<file path="src/rtl/mips_isa_pkg.sv">
// Shared MIPS opcode/funct constants and the loader's operation-select enum.
package mips_isa_pkg;

   localparam logic [5:0] R_TYPE = 6'b000000;
   localparam logic [5:0] LW     = 6'b100011;
   localparam logic [5:0] SW     = 6'b101011;
   localparam logic [5:0] BEQ    = 6'b000100;
   localparam logic [5:0] BNE    = 6'b000101;
   localparam logic [5:0] ADDI   = 6'b001000;
   localparam logic [5:0] ANDI   = 6'b001100;
   localparam logic [5:0] ORI    = 6'b001101;
   localparam logic [5:0] XORI   = 6'b001110;
   localparam logic [5:0] SLTI   = 6'b001010;
   localparam logic [5:0] SLTIU  = 6'b001011;
   localparam logic [5:0] LUI    = 6'b001111;
   localparam logic [5:0] J      = 6'b000010;
   localparam logic [5:0] JAL    = 6'b000011;

   localparam logic [5:0] FUNCT_JR = 6'b001000;

   typedef enum logic [3:0] {
      OP_R_ALU   = 4'd0,
      OP_JR      = 4'd1,
      OP_LW      = 4'd2,
      OP_SW      = 4'd3,
      OP_BEQ     = 4'd4,
      OP_BNE     = 4'd5,
      OP_ADDI    = 4'd6,
      OP_ANDI    = 4'd7,
      OP_ORI     = 4'd8,
      OP_XORI    = 4'd9,
      OP_SLTI    = 4'd10,
      OP_SLTIU   = 4'd11,
      OP_LUI     = 4'd12,
      OP_J       = 4'd13,
      OP_JAL     = 4'd14,
      OP_INVALID = 4'd15
   } op_sel_e;

   function automatic logic [31:0] pack_i(input logic [5:0] opc, input logic [4:0] rs,
                                          input logic [4:0] rt, input logic [15:0] imm);
      return {opc, rs, rt, imm};
   endfunction

endpackage

</file>
<file path="src/rtl/instr_field_pack.sv">
// Combinational packer: symbolic descriptor in, 32-bit MIPS word and invalid flag out.
module instr_field_pack
   import mips_isa_pkg::*;
#(
   parameter int ERR_ON_FUNCT_JR = 1
) (
   input  logic [3:0]  op_sel,
   input  logic [4:0]  rs,
   input  logic [4:0]  rt,
   input  logic [4:0]  rd,
   input  logic [4:0]  shamt,
   input  logic [5:0]  funct,
   input  logic [15:0] imm16,
   input  logic [25:0] target26,
   output logic [31:0] word,
   output logic        invalid
);

   // Select the instruction format for each operation.
   always_comb begin
      word    = '0;
      invalid = 1'b0;
      case (op_sel)
         OP_R_ALU: begin
            word = {R_TYPE, rs, rt, rd, shamt, funct};
            // JR hidden inside an R_ALU descriptor would bypass the dedicated path
            if ((ERR_ON_FUNCT_JR != 0) && (funct == FUNCT_JR)) invalid = 1'b1;
         end
         OP_JR:    word = {R_TYPE, rs, 15'b0, FUNCT_JR};
         OP_LW:    word = pack_i(LW,    rs, rt, imm16);
         OP_SW:    word = pack_i(SW,    rs, rt, imm16);
         OP_BEQ:   word = pack_i(BEQ,   rs, rt, imm16);
         OP_BNE:   word = pack_i(BNE,   rs, rt, imm16);
         OP_ADDI:  word = pack_i(ADDI,  rs, rt, imm16);
         OP_ANDI:  word = pack_i(ANDI,  rs, rt, imm16);
         OP_ORI:   word = pack_i(ORI,   rs, rt, imm16);
         OP_XORI:  word = pack_i(XORI,  rs, rt, imm16);
         OP_SLTI:  word = pack_i(SLTI,  rs, rt, imm16);
         OP_SLTIU: word = pack_i(SLTIU, rs, rt, imm16);
         OP_LUI:   word = pack_i(LUI, 5'd0, rt, imm16);
         OP_J:     word = {J, target26};
         OP_JAL:   word = {JAL, target26};
         default:  invalid = 1'b1;
      endcase
   end

endmodule

</file>
<file path="src/rtl/instr_encoder_loader.sv">
// Program loader: accepts descriptors, packs them and writes instruction memory sequentially.
//
//  state   | meaning
//  --------+--------------------------------------------
//  ST_LOAD | accepting descriptors, memory not yet full
//  ST_FULL | count == DEPTH, done=1, waiting for clear
module instr_encoder_loader
   import mips_isa_pkg::*;
#(
   parameter int ADDR_W          = 8,
   parameter int ERR_ON_FUNCT_JR = 1
) (
   input  logic              clk,
   input  logic              rst_n,
   input  logic              clear,
   input  logic              in_valid,
   output logic              in_ready,
   input  logic [3:0]        op_sel,
   input  logic [4:0]        rs,
   input  logic [4:0]        rt,
   input  logic [4:0]        rd,
   input  logic [4:0]        shamt,
   input  logic [5:0]        funct,
   input  logic [15:0]       imm16,
   input  logic [25:0]       target26,
   output logic              wr_en,
   output logic [ADDR_W-1:0] wr_addr,
   output logic [31:0]       wr_data,
   output logic [ADDR_W:0]   count,
   output logic              done,
   output logic              err,
   output logic              err_pulse
);

   localparam int DEPTH = 2**ADDR_W;
   localparam logic [ADDR_W:0] LAST = (ADDR_W+1)'(DEPTH-1);

   typedef enum logic [1:0] {ST_LOAD = 2'd0, ST_FULL = 2'd1} ld_state_e;

   ld_state_e   state;
   logic [31:0] word;
   logic        invalid;
   logic        accept;
   logic        word_ok;

   instr_field_pack #(.ERR_ON_FUNCT_JR(ERR_ON_FUNCT_JR)) u_pack (
      .op_sel   (op_sel),
      .rs       (rs),
      .rt       (rt),
      .rd       (rd),
      .shamt    (shamt),
      .funct    (funct),
      .imm16    (imm16),
      .target26 (target26),
      .word     (word),
      .invalid  (invalid)
   );

   assign in_ready = rst_n & ~done & ~clear;
   assign accept   = in_valid & in_ready;
   assign word_ok  = accept & ~invalid;

   // Load/full sequencing; done is the registered FSM output.
   always_ff @(posedge clk or negedge rst_n) begin
      if (!rst_n) begin
         state <= ST_LOAD;
         done  <= 1'b0;
      end else if (clear) begin
         state <= ST_LOAD;
         done  <= 1'b0;
      end else begin
         case (state)
            ST_LOAD: if (word_ok && (count == LAST)) begin
               state <= ST_FULL;
               done  <= 1'b1;
            end
            ST_FULL: state <= ST_FULL;
            default: state <= ST_LOAD;
         endcase
      end
   end

   // Write port, word counter and error flags; independent of the FSM so the
   // final write still pulses during the first ST_FULL cycle.
   always_ff @(posedge clk or negedge rst_n) begin
      if (!rst_n) begin
         wr_en     <= 1'b0;
         wr_addr   <= '0;
         wr_data   <= '0;
         count     <= '0;
         err       <= 1'b0;
         err_pulse <= 1'b0;
      end else begin
         wr_en     <= 1'b0;
         err_pulse <= 1'b0;
         if (clear) begin
            count <= '0;
            err   <= 1'b0;
         end else if (accept) begin
            if (invalid) begin
               err_pulse <= 1'b1;
               err       <= 1'b1;
            end else begin
               wr_en   <= 1'b1;
               wr_addr <= count[ADDR_W-1:0];
               wr_data <= word;
               count   <= count + 1'b1;
            end
         end
      end
   end

endmodule

</file>
<file path="config.mk">
export PLATFORM = sky130hd
export DESIGN_NAME = instr_encoder_loader
export DESIGN_NICKNAME = d
export VERILOG_FILES = /design/src/rtl/mips_isa_pkg.sv /design/src/rtl/instr_field_pack.sv /design/src/rtl/instr_encoder_loader.sv
export SDC_FILE = /design/constraint.sdc
export NUM_CORES = 1
export LEC_CHECK = 0
export CORE_MARGIN = 3
export CORE_UTILIZATION = 40
export DETAILED_ROUTE_END_ITERATION = 10
export PLACE_DENSITY_LB_ADDON = 0.08
export SETUP_SLACK_MARGIN = 0.4
export SYNTH_ARGS = -nofsm -noshare
export SYNTH_HDL_FRONTEND = slang
export SYNTH_SLANG_ARGS = --single-unit
</file>
<file path="constraint.sdc">
create_clock -name clk -period 2.1 [get_ports clk]
set_input_delay 0.42 -clock clk [delete_from_list [all_inputs] [get_ports clk]]
set_output_delay 0.42 -clock clk [all_outputs]
set_load 0.005 [all_outputs]
</file>
==> flow_summary.json <==
{
  "status": "complete, no violations",
  "floorplan.initialDensity": 0.4241,
  "ir_drop_v": 0.0003107,
  "core_sq_mm": 0.006096,
  "synth_common_cells": "dfrtp_1, nand2_1, nor2_1, o21ai_0, a222oi_1",
  "worstPathMaxFanout": 5,
  "maxSlewViolCount": 0,
  "dieWidth_microns": 86.39,
  "max_slew_margin": 0.5462,
  "drive_above_1_share": 0.1702,
  "synth-simple-area-share": 0.1733,
  "grt_overflow_total": 0,
  "syn_inst": 269,
  "postCtsHoldBufs": 0,
  "avgSynthCellArea_sq_um": 9.610,
  "synth.area.top_cells": "dfrtp_1, nand2_1, a222oi_1",
  "io_buffers": 128,
  "synth-seq-cells": 53,
  "period_minus_slack_ps": 1719,
  "top_usage_layer": "met2",
  "use_met3": 0.04183,
  "dieArea_sq_mm": 0.007463,
  "synth_mux_area_frac": 0.008228,
  "ys_types": 49,
  "first_pass_iters": 5,
  "cp_data_arrival_time_ps": 1950,
  "path_class": "reg2reg",
  "grt_util_met2": 0.3435,
  "finalNetCount": 500,
  "tightest_slew_ps": 680.7,
  "cts_buffer_depth": 2,
  "synth.most_common_cell": "dfrtp_1",
  "design_area_sq_mm": 0.004419,
  "fin_worst_skew_ps": 7.088,
  "start_kind": "flop",
  "detailed_place_hpwl_mm": 5.604,
  "diodes": 0,
  "num_io_pins": 130,
  "cts_root_buf": "clkbuf_8",
  "maxCapViolations": 0,
  "synth_area_sq_mm": 0.002585,
  "final_util": 0.7250,
  "grt_use_total": 0.2045,
  "vias_per_cell": 5.307,
  "insertion_delay_ps": 310,
  "grt_use_met1": 0.2618,
  "leakagePower_nw": 1.951,
  "wl_mm": 7.870,
  "finalHoldViolCount": 0,
  "synthFlopType": "dfrtp_1",
  "synth_compound_area_frac": 0.2265,
  "place.gp.congestion": 0.8350,
  "p_per_area_mw_per_mm2": 562.7,
  "htreeDepth": 2,
  "fin_crit_sh": 0.8187,
  "rsz0062_at_grt": "yes",
  "synthArstFlopShare": 1.000,
  "synth_xor_area_frac": 0.01016,
  "drt_iter0_markers": 152,
  "synth-edff-count": 0,
  "grt_first_pass_wirelength_mm": 12.16,
  "synth.yosys.seq_area_share": 0.5131,
  "die_h_microns": 86.39,
  "drc": 0,
  "clk_pin_slew_ps": 100,
  "fin_setup_tns_ps": 0,
  "yosys.area.top_type": "dfrtp_1",
  "grt_max_degree": 54,
  "cts_buffers": 5,
  "synthAdderAreaFrac": 0.009681,
  "placed_area_sq_mm": 0.004083,
  "ant_nets": 0,
  "syn_nets": 347,
  "rows": 28,
  "min_path_type": "in2async",
  "synth_top_area_share": 0.5131,
  "cts_tree": "yes",
  "grt_pass1_vias": 2598,
  "area_growth_pct": 70.96,
  "required_ps": 2330,
  "wl_per_cell_microns": 15.80,
  "synth_top_family_by_area": "compound AO/OA/AOI/OAI gates",
  "grt_antenna_before_repair": 0,
  "setup_viol": 0,
  "crit_path_end_kind": "flop",
  "clock.fmax_ghz": 0.5816,
  "clock-sinks": 53,
  "synth_warnings": 0,
  "vias": 2643
}
[per-stage QoR]
step	setup slack [ps]	hold WS, ps	instances	power, mW
2_1_floorplan	410.2	124.4	269	1.433
3_3_place_gp	-228.2	434.1	477	1.913
3_5_place_dp	-282.3	450.2	477	1.927
4_1_cts	387.8	335.4	491	2.491
5_1_grt	317.5	363.6	498	2.631
6_report	380.7	297.1	498	2.487
[cell type report]
type	instances	area, sq um
Multi-Input combinational cell	188	1224
Tap cell	75	93.84
Timing Repair Buffer	167	1662
Clock inverter	1	7.507
Fill cell	494	1677
Inverter	7	28.78
Clock buffer	7	76.32
Sequential cell	53	1328
[cell families after synthesis]
logic type,Yosys count
buf+inv,28
xor+xnor,3
fa+ha+maj,2
flops,53
simple gates,98
compound gates,82
mux,2
other cells,1
[report_power, final]
part	internal, mW	switching [mW]
Clock	0.237	0.324
Combinational	0.457	0.271
Sequential	1.14	0.0616
Total	1.83	0.657
[path summary, 6_finish.rpt]
path | start | endpoint | slack [ps] | cells past startpoint
worst max-delay path | done | count[5] | 380 | 5
worst min-delay path | rst_n | wr_addr[0] | 300 | 2
worst max register to register | done | count[5] | 380 | 5
worst min register to register | state[0] | done | 450 | 1
max in group asynchronous | rst_n | count[6] | 1320 | 2
min in group clk | state[0] | done | 450 | 1
[state kept, by name (all words and copies together), names as in the netlist]
signal and count:
wr_data 31, wr_en 1, err 1, err_pulse 1, done 1, count 9, wr_addr 8, state 1
[routing by layer]
layer  vias up  wire, microns
met5         -              0
met4         0            127
met3        12            586
met2        93           3893
met1      1247           3263
li1       1291              -
[timing repair]
action,4_1_cts,5_1_grt
endpoints found under the setup margin,56,33
setup buffers,5,6
gates resized for setup,26,24
cloned,1,1
pin swaps,5,2
[critical path, stage by stage, from the launching register on]
cell	delay, ps
dfrtp_1	420
nand4bb_4	220
a311o_2	400
buf_12	150
or3_4	320
a21oi_2	140
[cells in the final DEF, fill, tap and decap left out, drive strengths merged, types with 2 or more instances in the layout]
| cell | instances |
|---|---|
| nor2b | 2 |
| a21o | 2 |
| a21oi | 12 |
| ha | 2 |
| dlygate4sd2 | 10 |
| a31oi | 2 |
| a32oi | 6 |
| or3 | 2 |
| dlymetal6s2s | 3 |
| a222oi | 15 |
| nand2 | 48 |
| o31ai | 2 |
| inv | 7 |
| o21a | 2 |
| dfrtp | 53 |
| clkdlybuf4s50 | 111 |
| and3 | 2 |
| nand3 | 8 |
| nand2b | 2 |
| o21ai | 25 |
| xnor2 | 2 |
| buf | 39 |
| a221oi | 6 |
| nor2 | 25 |
| clkbuf | 9 |
Power figures use the tool's default switching activity.
